==> src/rtl/tiger_fetch_queue.sv <==
// Fetch-to-decode stage: a DEPTH-entry instruction/PC queue in front of the decode
// output register, absorbing memory returns while decode is stalled.
module tiger_fetch_queue #(
    parameter int DATA_W    = 32,
    parameter int PC_W      = 32,
    parameter int DEPTH     = 4,
    parameter int AF_MARGIN = 1
) (
    input  logic                     clk,
    input  logic                     reset,
    input  logic                     stall,
    input  logic                     clear,
    input  logic [DATA_W-1:0]        instr,
    input  logic [PC_W-1:0]          instrPC,
    input  logic                     instrValid,
    output logic [DATA_W-1:0]        instrDE,
    output logic [PC_W-1:0]          pcDE,
    output logic                     validDE,
    output logic [$clog2(DEPTH):0]   count,
    output logic                     almostFull,
    output logic                     overflow
);

    localparam int PTR_W = $clog2(DEPTH);
    localparam int CNT_W = PTR_W + 1;
    localparam logic [CNT_W-1:0] FULL_CNT = CNT_W'(DEPTH);
    localparam logic [CNT_W-1:0] AF_LEVEL = CNT_W'(DEPTH - AF_MARGIN);

    // Handshake: memory offers instr/instrPC when instrValid (no ready; excess is dropped
    // and flagged in overflow). Decode takes instrDE when validDE && !stall.
    logic [DATA_W-1:0] mem_instr_q [DEPTH];
    logic [PC_W-1:0]   mem_pc_q    [DEPTH];

    logic [PTR_W-1:0]  rd_ptr_q, rd_ptr_d;
    logic [PTR_W-1:0]  wr_ptr_q, wr_ptr_d;
    logic [CNT_W-1:0]  count_q, count_d;
    logic [DATA_W-1:0] instr_de_q, instr_de_d;
    logic [PC_W-1:0]   pc_de_q, pc_de_d;
    logic              valid_de_q, valid_de_d;
    logic              overflow_q, overflow_d;

    logic advance, empty, full, pop, bypass, push_req, push;

    always_comb begin
        advance  = !stall || !valid_de_q;
        empty    = (count_q == '0);
        full     = (count_q == FULL_CNT);
        pop      = advance && !empty;
        bypass   = advance && empty && instrValid;
        push_req = instrValid && !bypass;
        // A full queue still accepts a write when the head leaves in the same cycle.
        push     = push_req && (!full || pop);

        instr_de_d = instr_de_q;
        pc_de_d    = pc_de_q;
        valid_de_d = valid_de_q;
        if (pop) begin
            instr_de_d = mem_instr_q[rd_ptr_q];
            pc_de_d    = mem_pc_q[rd_ptr_q];
            valid_de_d = 1'b1;
        end else if (bypass) begin
            instr_de_d = instr;
            pc_de_d    = instrPC;
            valid_de_d = 1'b1;
        end else if (advance) begin
            instr_de_d = '0;
            pc_de_d    = '0;
            valid_de_d = 1'b0;
        end

        count_d = count_q;
        if (push && !pop) begin
            count_d = count_q + 1'b1;
        end else if (pop && !push) begin
            count_d = count_q - 1'b1;
        end

        rd_ptr_d   = pop  ? rd_ptr_q + 1'b1 : rd_ptr_q;
        wr_ptr_d   = push ? wr_ptr_q + 1'b1 : wr_ptr_q;
        overflow_d = overflow_q | (push_req && full && !pop);

        // Flush discards the incoming instruction and keeps the sticky overflow flag.
        if (clear) begin
            instr_de_d = '0;
            pc_de_d    = '0;
            valid_de_d = 1'b0;
            count_d    = '0;
            rd_ptr_d   = '0;
            wr_ptr_d   = '0;
            overflow_d = overflow_q;
        end
    end

    always_ff @(posedge clk) begin
        if (reset) begin
            rd_ptr_q   <= '0;
            wr_ptr_q   <= '0;
            count_q    <= '0;
            instr_de_q <= '0;
            pc_de_q    <= '0;
            valid_de_q <= 1'b0;
            overflow_q <= 1'b0;
        end else begin
            rd_ptr_q   <= rd_ptr_d;
            wr_ptr_q   <= wr_ptr_d;
            count_q    <= count_d;
            instr_de_q <= instr_de_d;
            pc_de_q    <= pc_de_d;
            valid_de_q <= valid_de_d;
            overflow_q <= overflow_d;
        end
    end

    always_ff @(posedge clk) begin
        if (!reset && !clear && push) begin
            mem_instr_q[wr_ptr_q] <= instr;
            mem_pc_q[wr_ptr_q]    <= instrPC;
        end
    end

    assign instrDE    = instr_de_q;
    assign pcDE       = pc_de_q;
    assign validDE    = valid_de_q;
    assign count      = count_q;
    assign almostFull = (count_q >= AF_LEVEL);
    assign overflow   = overflow_q;

endmodule

==> config.mk <==
export PLATFORM = sky130hd
export DESIGN_NAME = tiger_fetch_queue
export DESIGN_NICKNAME = d
export VERILOG_FILES = /design/src/rtl/tiger_fetch_queue.sv
export SDC_FILE = /design/constraint.sdc
export NUM_CORES = 1
export LEC_CHECK = 0
export ABC_AREA = 1
export CORE_MARGIN = 2
export CORE_UTILIZATION = 40
export CTS_BUF_LIST = sky130_fd_sc_hd__clkbuf_4 sky130_fd_sc_hd__clkbuf_8
export CTS_CLUSTER_DIAMETER = 40
export DETAILED_ROUTE_END_ITERATION = 8
export GPL_ROUTABILITY_DRIVEN = 0
export PLACE_DENSITY_LB_ADDON = 0.2
export SYNTH_ARGS = -nofsm -noshare
export SYNTH_HDL_FRONTEND = slang
export SYNTH_SLANG_ARGS = --single-unit
==> constraint.sdc <==
create_clock -name clk -period 11.3 [get_ports clk]
set_clock_uncertainty 0.05 [all_clocks]
set_input_delay 2.825 -clock clk [delete_from_list [all_inputs] [get_ports clk]]
set_output_delay 2.825 -clock clk [all_outputs]
set_load 0.01 [all_outputs]
# After elaboration in Yosys (flattened, before gate mapping)

Memories as Yosys holds them, arrays and structs flattened. A register that Yosys moved wholly into a read port is not among the register bits.
Cells that the tools add are included.

Output and inout bits: 70
Flip-flop bits (word level): 73
RAM bits: 256
Memories kept: 2

Memory list:

| memory      | depth | width | read ports | clocked after Yosys merged registers in | write ports | line | source |
|---|---|---|---|---|---|---|---|
| mem_instr_q | 4     | 32    | 1          | 1                                       | 1           | 31   | `logic [DATA_W-1:0] mem_instr_q [DEPTH];` |
| mem_pc_q    | 4     | 32    | 1          | 1                                       | 1           | 32   | `logic [PC_W-1:0] mem_pc_q [DEPTH];` |

Add/subtract/negate cells: 4
Mux-type cells: 16
Bitwise operators: 1
Reduce and logical (&&, ||, !) cells: 26
Magnitude comparators: 1
Eq/ne operators: 1

Operators with widths:

| operator                                             | number |
|---|---|
| two-way mux 32 bit                                   | 5 |
| logical AND 1 bit                                    | 11 |
| logical NOT 1 bit                                    | 9 |
| two-way mux 2 bit                                    | 4 |
| two-way mux 3 bit                                    | 2 |
| two-way mux 1 bit                                    | 5 |
| adder 2 x 1 -> 2 bit (second input constant)         | 2 |
| adder 3 x 1 -> 3 bit (second input constant)         | 1 |
| == test 3 bit (second input constant)                | 1 |
| >= comparator 3 x 2 -> 1 bit (second input constant) | 1 |
| logical NOT 3 bit                                    | 1 |
| nonzero test 3 bit                                   | 1 |
| subtractor 3 x 1 -> 3 bit (second input constant)    | 1 |
| logical OR 1 bit                                     | 2 |
| nonzero test 2 bit                                   | 1 |
| OR reduction 2 bit                                   | 1 |
| OR 1 bit                                             | 1 |

# Longest topological paths before layout

Gate-level depths: netlist of the first run.

Word-level depth: 11
Mapped depth: 13

# Worst setup path before layout of the first run

No wires, ideal clock.

Path kind: input to register
Start: in stall
End: mem mem_instr_q[0][0], enable pin
Arrival time: 6.128 ns
Library setup time: 0.486 ns
Setup slack: 4.635 ns
Cell stages on the path: 6
Buffers on the path: 0
Cells stage by stage: nand2_1 > nand3_4 > nand3_1 > inv_1 > nand2_1 > nor2_1

Longest elaborated chain between the ends: 10

Ends and longest elaborated chain:

| what                                      | line | source |
|---|---|---|
| from (decl)                               | 11   | `input logic stall,` |
| logical NOT 1 bit *                       | 45   | `advance = !stall \|\| !valid_de_q;` |
| logical OR 1 bit *                        | 45   |  |
| logical AND 1 bit (2 in a row)            | 49   | `bypass = advance && empty && instrValid;` |
| logical NOT 1 bit                         | 50   | `push_req = instrValid && !bypass;` |
| logical AND 1 bit                         | 50   |  |
| logical AND 1 bit *                       | 52   | `push = push_req && (!full \|\| pop);` |
| named net push                            | 42   | `logic advance, empty, full, pop, bypass, push_req, push;` |
| logical AND 1 bit *                       | 115  | `if (!reset && !clear && push) begin` |
| two-way mux 1 bit *                       | 115  |  |
| two-way mux 1 bit (implied by the code) * | 116  | `mem_instr_q[wr_ptr_q] <= instr;` |
| to (decl)                                 | 31   |  |

The timed path passes the listed nets; every way through them passes the cells marked *.

# Final worst setup path of the first run

Start: in stall
End: mem mem_pc_q[2][11], enable pin

Longest elaborated chain between the ends: 10

Ends and longest elaborated chain:

| what                                      | line | source |
|---|---|---|
| logical NOT 1 bit *                       | 45   |  |
| logical OR 1 bit *                        | 45   |  |
| logical AND 1 bit (2 in a row)            | 49   |  |
| logical NOT 1 bit                         | 50   |  |
| logical AND 1 bit                         | 50   |  |
| logical AND 1 bit *                       | 52   |  |
| named net push                            | 42   |  |
| logical AND 1 bit *                       | 115  |  |
| two-way mux 1 bit *                       | 115  |  |
| two-way mux 1 bit (implied by the code) * | 117  | `mem_pc_q[wr_ptr_q] <= instrPC;` |
| to (decl)                                 | 32   |  |

Marks and branches as above.

==> results of run 1 <==
## metal layers
layer,vias up,track usage,wire length (microns)
li1,4612,-,-
met1,4291,0.228,13800
met2,242,0.295,14600
met3,43,0.0345,1720
met4,0,0.0455,532
met5,-,0,0
## worst max-delay path, delay by kind of cell
| kind | cells | cell delay, ns |
|---|---|---|
| buffers and inverters | 3 | 1.44 |
| and+or+nand+nor | 5 | 1.06 |
## Yosys cell counts
library cell    n  share of area
o21bai_1        1        0.00056
buf_1           2        0.00056
buf_2          54          0.020
nand3_1       259          0.097
dfxtp_1        75           0.11
edfxtp_1      256           0.57
nand2_1       399           0.11
clkbuf_1       18         0.0051
a21oi_1         6         0.0022
inv_1          81          0.023
nor2_4          1        0.00084
o22ai_1         1        0.00047
ha_1            5         0.0047
o21ai_0         4         0.0015
buf_4           1        0.00056
nor2_2          1        0.00047
nor2_8          1         0.0015
inv_2           1        0.00028
xor2_1          1        0.00066
fa_1            1         0.0015
nand3_4         1         0.0013
nor2_1        138          0.039
## placed cells by master (no fill, tap or decap), types with 3 or more instances in the layout
cell type          n
clkbuf_8          58
o21ai_0            4
clkinv_2           8
inv_1             79
clkinv_1          16
nand2_1          397
nand3_1          259
nor2_4             5
ha_1               5
nor2_1           134
bufinv_16          3
edfxtp_1         256
dfxtp_1           73
clkdlybuf4s50_1  138
buf_4              9
clkbuf_4          14
a21oi_1            6
## stage by stage
step	setup slack (ns)	hold slack [ns]	area, sq um	total power, W	instances
after global placement	5.50	0.420	15100	0.00215	1821
after CTS	6.05	0.430	16200	0.00323	1924
final	6.06	0.428	16200	0.00319	1924
after global routing	5.90	0.446	16200	0.00337	1924
after floorplan	4.64	0.421	13400	0.00189	1307
after detailed placement	5.45	0.421	15100	0.00216	1821
## power by group
group	leakage [nW]	switching (W)	internal (W)
Clock	0.593	0.000472	0.000594
Sequential	2.92	0.0000676	0.00140
Combinational	3.08	0.000402	0.000259
Total	6.59	0.000942	0.00225
## flip-flops by register name, summed over array words and instances (netlist names), named ones only
register / cells
mem_pc_q: 128
pcDE: 32
instrDE: 32
mem_instr_q: 128
wr_ptr_q: 2
overflow: 1
rd_ptr_q: 2
validDE: 1
count: 3
## cell families (layout without fill, tap and decap cells)
kind of cell    Yosys count  in the layout  share of synthesized area
simple gates            800            800                      0.252
flops                   331            331                      0.687
buf+inv                 157            332                     0.0494
compound gates           12             12                    0.00477
fa+ha+maj                 6              6                    0.00618
xor+xnor                  1              1                   0.000655
## final cells by class
cell class	count	area share
repair buffers	147	0.0894
clock buffers	72	0.0557
clock inverters	31	0.0141
inverters	82	0.0191
well taps	442	0.0341
multi-input cells	819	0.220
flip-flops and latches	331	0.567
## worst min path at each step
| stage | from | to | cells after the start |
|---|---|---|---|
| 2_1_floorplan | rd_ptr_q[1]$_SDFFE_PP0N_ | flip-flop | 2 |
| 6_report | overflow$_SDFFE_PP0N_ | overflow$_SDFFE_PP0N_ | 2 |
| 4_1_cts | overflow$_SDFFE_PP0N_ | overflow$_SDFFE_PP0N_ | 2 |
| 3_5_place_dp | overflow$_SDFFE_PP0N_ | overflow$_SDFFE_PP0N_ | 2 |
| 3_3_place_gp | overflow$_SDFFE_PP0N_ | overflow$_SDFFE_PP0N_ | 2 |
| 5_1_grt | overflow$_SDFFE_PP0N_ | overflow$_SDFFE_PP0N_ | 2 |
==> impl_metrics.json, run 1 <==
{
  "synth-seq-cells": 331,
  "setup_tns_ns": 0,
  "cts_root_buf": "clkbuf_8",
  "hold_viol": 0,
  "initial_core_util": 0.409,
  "drt_wl_total_mm": 30.6,
  "yosysUniqueCellTypes": 22,
  "portBuffers": 138,
  "p_per_area_nw_per_um2": 197,
  "path_max_fanout": 64,
  "worst_pin_slew_ns": 1.16,
  "post-route-util": 0.496,
  "r2r_end": "mem_pc_q[2][11]$_DFFE_PP_",
  "slowest_stage": "buf_4",
  "fp.dieArea_sq_um": 34900,
  "startpoint_type": "primary input",
  "final_nets": 1512,
  "r2r-start": "validDE$_SDFFE_PP0P_",
  "synthesis.nets": 1382,
  "grt_setup_unrepaired": "no",
  "drt_iter0_drc": 739,
  "wire_per_inst_microns": 15.9,
  "grt_max_degree": 100,
  "postSynthAreaPerCell_sq_um": 10.2,
  "multi_input_area_sq_um": 3570,
  "slew_headroom": 0.229,
  "end_kind": "flip-flop",
  "area_growth_pct": 21.2,
  "grt_pass1_vias": 9014,
  "syn-cell-area_sq_um": 13400,
  "die_x_microns": 187,
  "drtPass1Iterations": 5,
  "cts_tree": "yes",
  "max_cap_violations": 0,
  "globalRouteOverflowTotal": 0,
  "ctsHoldBuffers": 0,
  "yosysSeqAreaShare": 0.687,
  "ys_warn_count": 0,
  "cts.sinks": 331,
  "num_vias": 9188,
  "crit_start": "stall",
  "crit_chain": "clkdlybuf4s50_1 -> nand2_4 -> nand3_4 -> nand3_1 -> inv_1 -> nand2_1 -> nor2_4 -> buf_4",
  "hp-class": "reg2reg",
  "status": "finished, final reports clean",
  "slew_violations": 0,
  "ant_nets": 0,
  "cts.repair.resized": 0,
  "crit_type": "in2reg",
  "cts_made_buffers": 56,
  "seq_area_sq_um": 9200,
  "dpl.hpwl_mm": 16.0,
  "drive_above_1_share": 0.0749,
  "max_freq_mhz": 191,
  "antenna_cells": 0,
  "ios": 139,
  "slowest_delay_ns": 0.80,
  "fp.coreArea_sq_um": 32700,
  "cts_max_level": 2,
  "clk_latency_ns": 0.59,
  "cts_max_path_buffers": 3,
  "r2r_setup_slack_ns": 8.46,
  "rows": 66,
  "min_period_over_period": 0.463,
  "chipHeight_microns": 187,
  "leakagePower_nw": 6.59,
  "peakVddDrop_uv": 97.1,
  "synthCells": 1307,
  "antenna_found_initial": 0,
  "drc": 0,
  "clk_pin_slew_ns": 0.06,
  "grt_pass1_wl_mm": 48.8,
  "cts_post_setup_buffers_inserted": 0,
  "finalWorstPathRequiredPeriod_ns": 5.24,
  "crit_end": "mem_pc_q[2][11]$_DFFE_PP_",
  "ff2ff_path_depth": 7,
  "setup_viol": 0,
  "routed_via_density": 4.78,
  "final.fill_count": 2997,
  "cp.required_ns": 11.44,
  "grt_use_total": 0.174,
  "arrival_ns": 5.37
}
Power figures use the tool's default switching activity.
==> run 2: changes to the inputs <==
==> constraint.sdc (replaced) <==
create_clock -name clk -period 4.2 [get_ports clk]
set_clock_uncertainty 0.05 [all_clocks]
set_input_delay 1.05 -clock clk [delete_from_list [all_inputs] [get_ports clk]]
set_output_delay 1.05 -clock clk [all_outputs]
set_load 0.01 [all_outputs]
==> impl_metrics.json, run 2 (synthesis gave the netlist of run 1 again) <==
{
  "hold_viol": 0,
  "slew_violations": 0,
  "ctsHoldBuffers": 0,
  "reg.largest.list": "mem_instr_q (128), mem_pc_q (128)",
  "grt_pass1_wl_mm": 49.5,
  "fin_hold_ws_ns": 0.436,
  "end_kind": "flip-flop",
  "grt_util_met2": 0.297,
  "grt_pass1_vias": 9320,
  "ios": 139,
  "num_vias": 9394,
  "area_growth_pct": 22.7,
  "arrival_ns": 3.00,
  "drtPass1Iterations": 5,
  "initial_core_util": 0.409,
  "setup_viol": 0,
  "portBuffers": 138,
  "crit_chain": "clkdlybuf4s50_1 -> nand2_4 -> nand3_4 -> nand3_1 -> inv_1 -> nand2_1 -> nor2_4 -> buf_4",
  "layout_commonest_cell": "nand2_1",
  "clk_latency_ns": 0.59,
  "cts_post_setup_buffers_inserted": 0,
  "cts_made_buffers": 58,
  "clk_pin_slew_ns": 0.06,
  "slowest_delay_ns": 0.51,
  "post-place-ws_ns": 0.759,
  "path_max_fanout": 38,
  "crit_family": "buffers and inverters",
  "fin_ws_ns": 1.35,
  "leakagePower_nw": 6.71,
  "cts.repair.resized": 0,
  "crit_type": "in2reg",
  "top_usage_layer": "met2",
  "cts_max_path_buffers": 3,
  "status": "finished, final reports clean",
  "worst_pin_slew_ns": 1.07,
  "dpl.hpwl_mm": 16.9,
  "ant_nets": 0,
  "cts_tree": "yes",
  "startpoint_type": "primary input",
  "cts_root_buf": "clkbuf_8",
  "fp.coreArea_sq_um": 32700,
  "wire_per_inst_microns": 15.8,
  "globalRouteOverflowTotal": 0,
  "grt_max_degree": 78,
  "final_nets": 1523,
  "slowest_stage": "buf_4",
  "finalWorstPathRequiredPeriod_ns": 2.85,
  "final_cell_mix": "nand2_1 (397), nand3_1 (259), edfxtp_1 (256)",
  "antenna_found_initial": 1,
  "cts.sinks": 331,
  "routed_via_density": 4.84,
  "grt_setup_unrepaired": "no",
  "grt_use_total": 0.177,
  "rows": 66,
  "max_cap_violations": 0,
  "slew_headroom": 0.284,
  "hp-class": "reg2reg",
  "fp.dieArea_sq_um": 34900,
  "cts_max_level": 2,
  "p_per_area_nw_per_um2": 539,
  "drc": 0,
  "max_freq_mhz": 351,
  "chipHeight_microns": 187,
  "peakVddDrop_uv": 298,
  "die_x_microns": 187,
  "drt_wl_total_mm": 30.7,
  "drt_iter0_drc": 686,
  "grt_use_met3": 0.0347,
  "drive_above_1_share": 0.0889,
  "critPathBufInv": 3,
  "cp.required_ns": 4.35,
  "min_period_over_period": 0.679,
  "grt.met1_usage": 0.232
}
-- run 2: path summary, 6_finish.rpt --
| check | from | to | slack (ns) | cells after the start |
|---|---|---|---|---|
| setup / recovery | stall | mem_pc_q[2][12]$_DFFE_PP_ | 1.35 | 8 |
| hold / removal | rd_ptr_q[1]$_SDFFE_PP0N_ | flip-flop | 0.44 | 2 |
| hold reg to reg | rd_ptr_q[1]$_SDFFE_PP0N_ | flip-flop | 0.44 | 2 |
| setup reg to reg | flip-flop | instrDE[23]$_SDFFE_PP0P_ | 1.65 | 8 |
-- run 2: layout make-up --
| class | instances | area, sq um |
|---|---|---|
| fillers | 3001 | 16300 |
| inverters | 82 | 310 |
| flip-flops and latches | 331 | 9200 |
| diodes | 1 | 2.50 |
| clock buffers | 81 | 1000 |
| multi-input cells | 819 | 3570 |
| repair buffers | 156 | 1530 |
| well taps | 442 | 553 |
| clock inverters | 27 | 249 |
-- run 2: metal layers --
metal,share of wire,wire [microns],vias to the layer above
met5,0,0,-
met4,0.023,695,0
met3,0.050,1530,56
met2,0.47,14600,235
met1,0.45,13900,4465
li1,-,-,4638
-- run 2: worst register-to-register path, cell delays in order, from the launching register on --
cell	delay (ns)
dfxtp_4	0.81
inv_4	0.52
buf_4	0.47
nand2_1	0.11
nand3_1	0.07
nand3_1	0.15
nand3_1	0.13
nand2_1	0.10
inv_1	0.04
-- run 2: through the flow --
stage	setup TNS [ns]	util	cell area [sq um]	power, W	cells
2_1_floorplan	-176.58	-	13400	0.00508	1307
3_3_place_gp	0	0.463	15200	0.00581	1830
3_5_place_dp	0	0.463	15200	0.00582	1830
4_1_cts	0	0.502	16400	0.00895	1938
5_1_grt	0	0.502	16400	0.00934	1939
6_report	0	0.502	16400	0.00884	1939
-- run 2: where the power goes --
part	internal [W]	total, W	switching, W
Clock	0.00180	0.00311	0.00131
Sequential	0.00376	0.00393	0.000177
Combinational	0.000707	0.00180	0.00109
Total	0.00627	0.00884	0.00257
